===== config.mk =====
export PLATFORM = sky130hd
export DESIGN_NAME = seq_detector_dual_flat
export DESIGN_NICKNAME = d
export VERILOG_FILES = /design/src/rtl/seq_det_pkg.sv /design/src/rtl/seq_detector_dual_if.sv /design/src/rtl/pattern_match_counter.sv /design/src/rtl/seq_detector_dual.sv /design/src/flat_wrapper.sv
export SDC_FILE = /design/constraint.sdc
export NUM_CORES = 1
export LEC_CHECK = 0
export CAP_MARGIN = 20
export CORE_MARGIN = 4
export CORE_UTILIZATION = 46
export CTS_CLUSTER_DIAMETER = 80
export DETAILED_ROUTE_END_ITERATION = 12
export PLACE_DENSITY_LB_ADDON = 0.1
export SLEW_MARGIN = 20
export SYNTH_ARGS = -nofsm -noshare
export SYNTH_HDL_FRONTEND = slang
export SYNTH_HIERARCHICAL = 1
export SYNTH_SLANG_ARGS = --single-unit

===== constraint.sdc =====
create_clock -name clk -period 2.2 [get_ports clk]
set_input_delay 0.55 -clock clk [delete_from_list [all_inputs] [get_ports clk]]
set_output_delay 0.55 -clock clk [all_outputs]
set_load 0.005 [all_outputs]

===== src/rtl/seq_det_pkg.sv =====
// Shared types and constants for the dual-pattern serial sequence detector.
package seq_det_pkg;

    typedef enum logic [1:0] {
        IDLE = 2'b00,
        FILL = 2'b01,
        RUN  = 2'b10
    } state_t;

    localparam logic found    = 1'b1;
    localparam logic notfound = 1'b0;

    // Bits needed for a fill counter that must reach pat_w itself.
    function automatic int fill_width(input int pat_w);
        return $clog2(pat_w + 1);
    endfunction

endpackage


===== src/rtl/seq_detector_dual_if.sv =====
// Bit stream, configuration and match-event bundle for seq_detector_dual.
interface seq_detector_dual_if #(
    parameter int PAT_W = 3,
    parameter int CNT_W = 8
);
    logic             x;
    logic             x_valid;
    logic             cfg_load;
    logic [PAT_W-1:0] cfg_pat_a;
    logic [PAT_W-1:0] cfg_pat_b;
    logic             cfg_overlap;
    logic             found_a;
    logic             found_b;
    logic [CNT_W-1:0] count_a;
    logic [CNT_W-1:0] count_b;
    logic             armed;

    modport master (
        output x, x_valid, cfg_load, cfg_pat_a, cfg_pat_b, cfg_overlap,
        input  found_a, found_b, count_a, count_b, armed
    );

    modport slave (
        input  x, x_valid, cfg_load, cfg_pat_a, cfg_pat_b, cfg_overlap,
        output found_a, found_b, count_a, count_b, armed
    );
endinterface


===== src/rtl/pattern_match_counter.sv =====
// One pattern slot: latched pattern, equality compare, registered found pulse and saturating count.
// Latency: found/count update on the edge that accepts the matching bit; no backpressure.
module pattern_match_counter
    import seq_det_pkg::*;
#(
    parameter int PAT_W = 3,
    parameter int CNT_W = 8
) (
    input  logic             clk,
    input  logic             reset,
    input  logic             cfg_load,
    input  logic [PAT_W-1:0] cfg_pat,
    input  logic             cmp_en,
    input  logic [PAT_W-1:0] cand,
    output logic             hit,
    output logic             found_o,
    output logic [CNT_W-1:0] count_o
);

    localparam logic [CNT_W-1:0] CNT_MAX = '1;

    logic [PAT_W-1:0] pat_q, pat_d;
    logic             found_q, found_d;
    logic [CNT_W-1:0] count_q, count_d;

    always_comb begin
        hit     = cmp_en && (cand == pat_q);
        pat_d   = pat_q;
        found_d = notfound;
        count_d = count_q;
        if (cfg_load) begin
            pat_d   = cfg_pat;
            count_d = '0;
        end else if (hit) begin
            found_d = found;
            if (count_q != CNT_MAX) begin
                count_d = count_q + CNT_W'(1);
            end
        end
    end

    always_ff @(posedge clk or negedge reset) begin
        if (!reset) begin
            pat_q   <= '0;
            found_q <= notfound;
            count_q <= '0;
        end else begin
            pat_q   <= pat_d;
            found_q <= found_d;
            count_q <= count_d;
        end
    end

    assign found_o = found_q;
    assign count_o = count_q;

endmodule


===== src/rtl/seq_detector_dual.sv =====
// Dual-pattern serial detector: FSM, shared history and overlap control around two match slots.
// Latency: match pulse registered on the edge that accepts the last pattern bit; x_valid low just holds.
module seq_detector_dual
    import seq_det_pkg::*;
#(
    parameter int PAT_W = 3,
    parameter int CNT_W = 8
) (
    input  logic               clk,
    input  logic               reset,
    seq_detector_dual_if.slave bus
);

    localparam int             FW        = fill_width(PAT_W);
    localparam logic [FW-1:0]  FILL_LAST = FW'(PAT_W - 1);

    state_t           state_q, state_d;
    logic [PAT_W-1:0] hist_q, hist_d;
    logic [FW-1:0]    fill_q, fill_d;
    logic             ovl_q, ovl_d;
    logic             armed_q, armed_d;

    logic [PAT_W-1:0] cand;
    logic             cmp_en;
    logic             hit_a, hit_b;
    logic             hist_msb_unused;

    // The oldest history bit is shifted out before it is ever compared.
    assign hist_msb_unused = hist_q[PAT_W-1];
    assign cand            = {hist_q[PAT_W-2:0], bus.x};

    always_comb begin
        cmp_en = !bus.cfg_load && bus.x_valid &&
                 ((state_q == RUN) || ((state_q == FILL) && (fill_q == FILL_LAST)));
    end

    always_comb begin
        state_d = state_q;
        hist_d  = hist_q;
        fill_d  = fill_q;
        ovl_d   = ovl_q;
        if (bus.cfg_load) begin
            ovl_d   = bus.cfg_overlap;
            hist_d  = '0;
            fill_d  = '0;
            state_d = FILL;
        end else if (bus.x_valid) begin
            unique case (state_q)
                FILL: begin
                    hist_d = cand;
                    fill_d = fill_q + FW'(1);
                    if (fill_q == FILL_LAST) begin
                        state_d = RUN;
                    end
                end
                RUN: begin
                    hist_d = cand;
                end
                default: begin
                end
            endcase
            // Non-overlap: a match on either pattern consumes the whole window.
            if (cmp_en && !ovl_q && (hit_a || hit_b)) begin
                fill_d  = '0;
                state_d = FILL;
            end
        end
        armed_d = (state_d != IDLE);
    end

    always_ff @(posedge clk or negedge reset) begin
        if (!reset) begin
            state_q <= IDLE;
            hist_q  <= '0;
            fill_q  <= '0;
            ovl_q   <= 1'b0;
            armed_q <= 1'b0;
        end else begin
            state_q <= state_d;
            hist_q  <= hist_d;
            fill_q  <= fill_d;
            ovl_q   <= ovl_d;
            armed_q <= armed_d;
        end
    end

    assign bus.armed = armed_q;

    pattern_match_counter #(
        .PAT_W (PAT_W),
        .CNT_W (CNT_W)
    ) u_match_a (
        .clk      (clk),
        .reset    (reset),
        .cfg_load (bus.cfg_load),
        .cfg_pat  (bus.cfg_pat_a),
        .cmp_en   (cmp_en),
        .cand     (cand),
        .hit      (hit_a),
        .found_o  (bus.found_a),
        .count_o  (bus.count_a)
    );

    pattern_match_counter #(
        .PAT_W (PAT_W),
        .CNT_W (CNT_W)
    ) u_match_b (
        .clk      (clk),
        .reset    (reset),
        .cfg_load (bus.cfg_load),
        .cfg_pat  (bus.cfg_pat_b),
        .cmp_en   (cmp_en),
        .cand     (cand),
        .hit      (hit_b),
        .found_o  (bus.found_b),
        .count_o  (bus.count_b)
    );

endmodule


===== src/flat_wrapper.sv =====
// flat-port wrapper written by rule: the top's interface ports become plain ports
module seq_detector_dual_flat import seq_det_pkg::*;
#(
    parameter int PAT_W = 3,
    parameter int CNT_W = 8
)
  (clk, reset, bus_x, bus_x_valid, bus_cfg_load, bus_cfg_pat_a, bus_cfg_pat_b, bus_cfg_overlap, bus_found_a, bus_found_b, bus_count_a, bus_count_b, bus_armed);
  seq_detector_dual_if #(.PAT_W(PAT_W), .CNT_W(CNT_W)) bus_i ();
  input  logic clk;
  input  logic reset;
  input wire logic [$bits(bus_i.x)-1:0] bus_x;
  input wire logic [$bits(bus_i.x_valid)-1:0] bus_x_valid;
  input wire logic [$bits(bus_i.cfg_load)-1:0] bus_cfg_load;
  input wire logic [$bits(bus_i.cfg_pat_a)-1:0] bus_cfg_pat_a;
  input wire logic [$bits(bus_i.cfg_pat_b)-1:0] bus_cfg_pat_b;
  input wire logic [$bits(bus_i.cfg_overlap)-1:0] bus_cfg_overlap;
  output wire logic [$bits(bus_i.found_a)-1:0] bus_found_a;
  output wire logic [$bits(bus_i.found_b)-1:0] bus_found_b;
  output wire logic [$bits(bus_i.count_a)-1:0] bus_count_a;
  output wire logic [$bits(bus_i.count_b)-1:0] bus_count_b;
  output wire logic [$bits(bus_i.armed)-1:0] bus_armed;
  assign bus_i.x = bus_x;
  assign bus_i.x_valid = bus_x_valid;
  assign bus_i.cfg_load = bus_cfg_load;
  assign bus_i.cfg_pat_a = bus_cfg_pat_a;
  assign bus_i.cfg_pat_b = bus_cfg_pat_b;
  assign bus_i.cfg_overlap = bus_cfg_overlap;
  assign bus_found_a = bus_i.found_a;
  assign bus_found_b = bus_i.found_b;
  assign bus_count_a = bus_i.count_a;
  assign bus_count_b = bus_i.count_b;
  assign bus_armed = bus_i.armed;
  seq_detector_dual #(.PAT_W(PAT_W), .CNT_W(CNT_W)) u_core (.clk(clk), .reset(reset), .bus(bus_i));
endmodule

# Word level (Yosys, flattened, before mapping)
# Cells that the tools add are included.
[classes]
reduce_logical = 24
mux = 22
add_sub_neg = 3
n_eq_ne = 7
[op_table]
columns = ["operator", "count"]
rows = [
  ["2-to-1 mux 8 bit", 6],
  ["2-to-1 mux 2 bit", 12],
  ["adder 8 x 1 -> 8 bit (second input constant)", 2],
  ["!= test 8 bit (second input constant)", 2],
  ["nonzero test 2 bit", 7],
  ["AND reduction 2 bit", 4],
  ["logical AND 1 bit", 7],
  ["== test 3 bit", 2],
  ["== test 2 bit (second input constant)", 2],
  ["2-to-1 mux 1 bit", 4],
  ["nonzero test 3 bit", 1],
  ["adder 2 x 1 -> 2 bit (second input constant)", 1],
  ["== test 2 x 1 -> 1 bit (second input constant)", 1],
  ["logical NOT 1 bit", 2],
  ["logical OR 1 bit", 2],
  ["OR reduction 2 bit", 1],
]
[totals]
in_bits = 12
output_inout_bits = 19
wordCells = 67
regBits = 32

# Logic depth before layout (Yosys ltp)
[depth]
ltp_word = 11
mapped_depth = 10
mapped_depth_nobuf = 9

# By module
# The synthesis kept the hierarchy.
[modules_own_cells]
columns = ["mod", "area_per_inst_um2", "seq_area_each_um2", "cells_per_inst", "instances"]
rows = [
  ["pattern_match_counter", 609.3, 300.3, 59, 2],
  ["seq_detector_dual", 435.4, 200.2, 38, 1],
]

# Worst setup path after synthesis
# Ideal clock, no wire load.
[synth_timing]
path_kind = "register -> register"
start = "reg u_core.state_q[0]"
end = "reg u_core.armed_q, in the netlist u_core/bus.armed"
setup_ns = 0.138
arrival_time_ns = 2.017
setup_slack_ns = 0.045
path_buffers = 1
synth_period_minus_slack_ns = 2.155
required_ns = 2.062
stages_incl_launch_ff = 10
cell_sequence = "dfrtp_1 > ha_1 > a21oi_2 > nor3b_1 > nand4_1 > buf_2 > inv_1 > nor2_2 > nor4b_4 > or4b_1"
[synth_between]
elab_chain_cells = 11
elab_cells_between_ends = 16
classes_between = "2 x eq/ne; 5 x mux; 9 x reduce/logical"
[synth_rtl]
columns = ["element", "line_no", "source"]
rows = [
  ["start: declaration", "seq_detector_dual.sv:17", "state_t state_q, state_d;"],
  ["start signal: assignment", "seq_detector_dual.sv:79", "state_q <= state_d;"],
  ["== test 2 x 1 -> 1 bit", "seq_detector_dual.sv:34", "((state_q == RUN) || ((state_q == FILL) && (fill_q == FILL_LAST)));"],
  ["logical AND 1 bit", "seq_detector_dual.sv:34", ""],
  ["logical OR 1 bit (*)", "seq_detector_dual.sv:34", ""],
  ["logical AND 1 bit (*)", "seq_detector_dual.sv:33", "cmp_en = !bus.cfg_load && bus.x_valid &&"],
  ["via u_core.cmp_en", "seq_detector_dual.sv:24", "logic cmp_en;"],
  ["logical AND 1 bit (*)", "pattern_match_counter.sv:27", "hit = cmp_en && (cand == pat_q);"],
  ["via u_core.hit_b", "seq_detector_dual.sv:25", "logic hit_a, hit_b;"],
  ["logical OR 1 bit (*)", "seq_detector_dual.sv:63", "if (cmp_en && !ovl_q && (hit_a || hit_b)) begin"],
  ["logical AND 1 bit (*)", "seq_detector_dual.sv:63", ""],
  ["2-to-1 mux 2 bit (*)", "seq_detector_dual.sv:63", ""],
  ["2-to-1 mux 2 bit (*)", "seq_detector_dual.sv:47", "end else if (bus.x_valid) begin"],
  ["2-to-1 mux 2 bit (*)", "seq_detector_dual.sv:42", "if (bus.cfg_load) begin"],
  ["nonzero test 2 bit (*)", "seq_detector_dual.sv:68", "armed_d = (state_d != IDLE);"],
  ["via u_core.armed_d", "seq_detector_dual.sv:21", "logic armed_q, armed_d;"],
  ["end signal: assignment", "seq_detector_dual.sv:83", "armed_q <= armed_d;"],
  ["end: declaration", "seq_detector_dual.sv:21", ""],
]
# The timed path passes the listed nets; every way through them passes the cells marked *.
# A chain may end at the register's enable or synchronous reset.

# Worst setup path after layout
[layout_timing]
start = "reg u_core.fill_q[0]"
end = "reg u_core.armed_q, in the netlist u_core/bus.armed"
[layout_between]
elab_chain_cells = 11
elab_cells_between_ends = 15
classes_between = "1 x eq/ne; 5 x mux; 9 x reduce/logical"
[layout_rtl]
columns = ["element", "line_no", "source"]
rows = [
  ["start: declaration", "seq_detector_dual.sv:19", "logic [FW-1:0] fill_q, fill_d;"],
  ["start signal: assignment", "seq_detector_dual.sv:81", "fill_q <= fill_d;"],
  ["== test 2 bit", "seq_detector_dual.sv:34", ""],
  ["logical AND 1 bit", "seq_detector_dual.sv:34", ""],
  ["logical OR 1 bit", "seq_detector_dual.sv:34", ""],
  ["logical AND 1 bit", "seq_detector_dual.sv:33", ""],
  ["via u_core.cmp_en", "seq_detector_dual.sv:24", ""],
  ["logical AND 1 bit", "pattern_match_counter.sv:27", ""],
  ["via u_core.hit_b", "seq_detector_dual.sv:25", ""],
  ["logical OR 1 bit", "seq_detector_dual.sv:63", ""],
  ["logical AND 1 bit", "seq_detector_dual.sv:63", ""],
  ["2-to-1 mux 2 bit", "seq_detector_dual.sv:63", ""],
  ["2-to-1 mux 2 bit", "seq_detector_dual.sv:47", ""],
  ["2-to-1 mux 2 bit", "seq_detector_dual.sv:42", ""],
  ["nonzero test 2 bit", "seq_detector_dual.sv:68", ""],
  ["via u_core.armed_d", "seq_detector_dual.sv:21", ""],
]
# The timed path passes the listed nets, and every way through them passes these cells.

==> run summary <==
* complete, no violations — run status
* 10 — number of cells on the worst reg-to-reg path
* reg2reg — type of the tightest min-delay check
* 6 — YS warnings
* 63.2% — utilization after layout
* 156 — synthesized instance count
* 6160 µm — first-pass GRT wire length
* flop — category of the worst setup path launch point
* 0 — DRC Markers
* 508 mW/mm² — power density of the placed cells
* 21 — floorplan row count
* 10.6 µm² — Post-Synthesis Mean Instance Area
* 48.4% — Initial Util
* 0 — leftover overflow at the end of global routing
* 68.0 µm — die extent in x
* 0 — buffers inserted during post-CTS setup optimization
* 31 — Top-Level Pins
* 0.335 mV — VDD IR-drop max
* 0 — number of flops mapped to enable cells by yosys
* 3540 µm — total wire length after detailed routing
* 129 — number of DRC markers in iteration 0
* 34 — maximum number of pins on one net before global-route repair
* 5 — CTS Buf Count
* 0 — count of hold-fix buffers inserted at cts
* built — CTS tree
* u_core/bus.armed — endpoint of the worst-slack reg-to-reg timing path
* 2 — number of buffers between clock root and the deepest sink
* 3 — Buf/Inv on CP
* sky130_fd_sc_hd__dfrtp_1 — primary flip-flop cell chosen by synthesis mapping
* 330 ps — Clock Latency Late Sink
* simple AND/OR/NAND/NOR gates — cell family contributing the most delay on the critical path
* 94.4% — Final Cycle Share
* 0 — count of nets left with antenna violations after detail routing
* 0 — antenna violations before repair
* 14.3 µm — Avg WL per Cell
* 1357 — detailed-route via count
* sky130_fd_sc_hd__clkbuf_4 — clock root cell
* u_core/u_match_a/pat_q[2] — min-delay src
* sky130_fd_sc_hd__inv_1 — cell type with the highest occurrence count on the critical path
* 32 — count of state elements after synthesis
* 0 — max capacitance violation total
* 0 — pins over their slew limit
* 0 — Setup Viol. Count Final
* u_core/u_match_a/pat_q[2] — hold endpoint
* 0.482 GHz — peak clock frequency supported by timing
* 0 — number of instances resized during post-cts repair
* 32 x sky130_fd_sc_hd__dfrtp_1, 30 x sky130_fd_sc_hd__clkdlybuf4s50_1, 14 x sky130_fd_sc_hd__buf_4, 14 x sky130_fd_sc_hd__a21oi_1, 10 x sky130_fd_sc_hd__inv_1 — top library cells by usage in the layout, fill and taps aside
* 2440 µm — total half-perimeter wirelength after legalization and detailed placement
* 0 — final hold violation count
* 90 ps — CTS clk-pin slew, worst paths
* 0.00165 mm² — post-synthesis cell area
* 30 — number of port buffers
* 8 — Max Fanout on Critical Path
* sky130_fd_sc_hd__dfrtp_1 — most common cell after layout, fill and taps aside
* 48.4% — sequential-to-total area share from yosys stat
* 17.9% — total track usage
* 0 ps — Fin Setup TNS
* inv_1 -> ha_1 -> a21oi_2 -> nor3b_2 -> nand4_1 -> buf_4 -> inv_1 -> nor2_4 -> nor4b_4 -> or4b_1 — series of cell instances along the critical path
* 100% — async set-reset flop share out of synthesis
* reg2reg — CP Class
* 2080 ps — Final min period
* false — RSZ-0062 raised after global routing
* 10 — Levels on crit path
* 120 ps — worst reg-to-reg setup slack
* flop — CP Capture Type
* 36 — Synth cell types
* sky130_fd_sc_hd__or4b_1 — Worst path slowest cell
* 5.38 ps — Clock Skews
* 1 — depth of the worst hold-timing path
* 16.9% — share of layout cells above drive strength 1
* 0.00342 mm² — area of the core
* 0.00462 mm² — Die Outline Area
* u_core/fill_q[0] — startpoint of the worst register-to-register path
* 60.2% — max-slew headroom at the worst pin
* 32 — Clock Sink Count
* 2 — H-tree levels
* 0 — Antenna diodes
* 0.882 nW — total leakage power
* 595 ps — slew at the pin closest to its max-slew limit
* 5 — length of the first detailed-routing pass in iterations
* 2400 ps — required time at the worst-slack endpoint
* 30.4% — Syn-to-layout area delta
* 2280 ps — arrival time at the worst endpoint
* 480 ps — slowest cell delay on critical path
* 173 — number of nets in the synthesized netlist
* 5.49 — Vias/cell
* 68.0 µm — die outline height
* 1384 — via count of the first global-routing pass
* 217 — NumNets Final
* 0.825 — gp weighted congestion
-- synthesized netlist by cell type (all sizes together), types with 4 or more instances --
cell type / number / area [µm²]
a21oi: 15 / 78.8
clkbuf: 5 / 18.8
dfrtp: 32 / 801
ha: 5 / 62.6
inv: 10 / 37.5
mux2: 7 / 78.8
nand3: 6 / 30.0
nand4: 6 / 37.5
nor2: 7 / 28.8
o21ai: 6 / 30.0
o31ai: 6 / 45.0
or3: 4 / 25.0
or4: 8 / 60.1
xnor2: 6 / 52.6
-- how the worst max path moves through the flow --
stage                      start                     endpoint
2_1_floorplan  u_core/state_q[0]             u_core/bus.armed
3_3_place_gp         bus_x_valid            u_core/state_q[0]
3_5_place_dp         bus_x_valid  u_core/u_match_a/count_o[4]
4_1_cts         u_core/fill_q[0]            u_core/state_q[0]
5_1_grt         u_core/fill_q[0]             u_core/bus.armed
6_report        u_core/fill_q[0]             u_core/bus.armed
-- routing by layer --
layer / vias up / GRT usage [%] / share of wire, %
li1: 665 / - / -
met1: 651 / 21.5 / 42
met2: 35 / 30.3 / 51
met3: 6 / 5.25 / 5.4
met4: 0 / 6.70 / 1.5
met5: - / 0 / 0
-- stage by stage --
stage	cell area (µm²)	hold slack, ps	power (mW)	worst slack (ps)	std cells
finish	2160	543	1.10	124	247
global route	2160	550	1.16	16.3	247
global placement	2090	509	0.754	-176	239
CTS	2150	543	1.12	64.8	247
detailed placement	2090	522	0.758	-209	239
floorplan	1650	254	0.700	44.5	156
-- flip-flops by register name, indices dropped and copies added (netlist names) --
register and flops:
u_core/u_match_a/pat_q 3, u_core/bus.armed 1, u_core/u_match_a/count_o 8, u_core/state_q 2
u_core/u_match_b/pat_q 3, u_core/fill_q 2, u_core/u_match_a/found_o 1, u_core/ovl_q 1
u_core/hist_q 2, u_core/u_match_b/count_o 8, u_core/u_match_b/found_o 1
-- power breakdown --
group	internal, mW	switching [mW]	leakage [nW]
registers	0.608	0.0175	0.419
clock network	0.158	0.192	0.0326
logic	0.0673	0.0538	0.431
-- kinds of logic after synthesis --
group                      share of synthesized area [%]
adders and majority gates                           3.78
muxes                                               6.58
DFF                                                 48.4
AOI/OAI and AO/OA                                   12.9
and+or+nand+nor                                     21.1
buffers and inverters                               4.01
xor gates and xnor gates                            3.18
-- final cells by class --
cell class | count | area, µm²
fillers | 294 | 1260
flip-flops and latches | 32 | 801
multi-input cells | 107 | 797
repair buffers | 44 | 405
clock buffers | 8 | 58.8
well taps | 46 | 57.6
inverters | 10 | 37.5
Note: power is estimated with default switching activity, not from simulation.
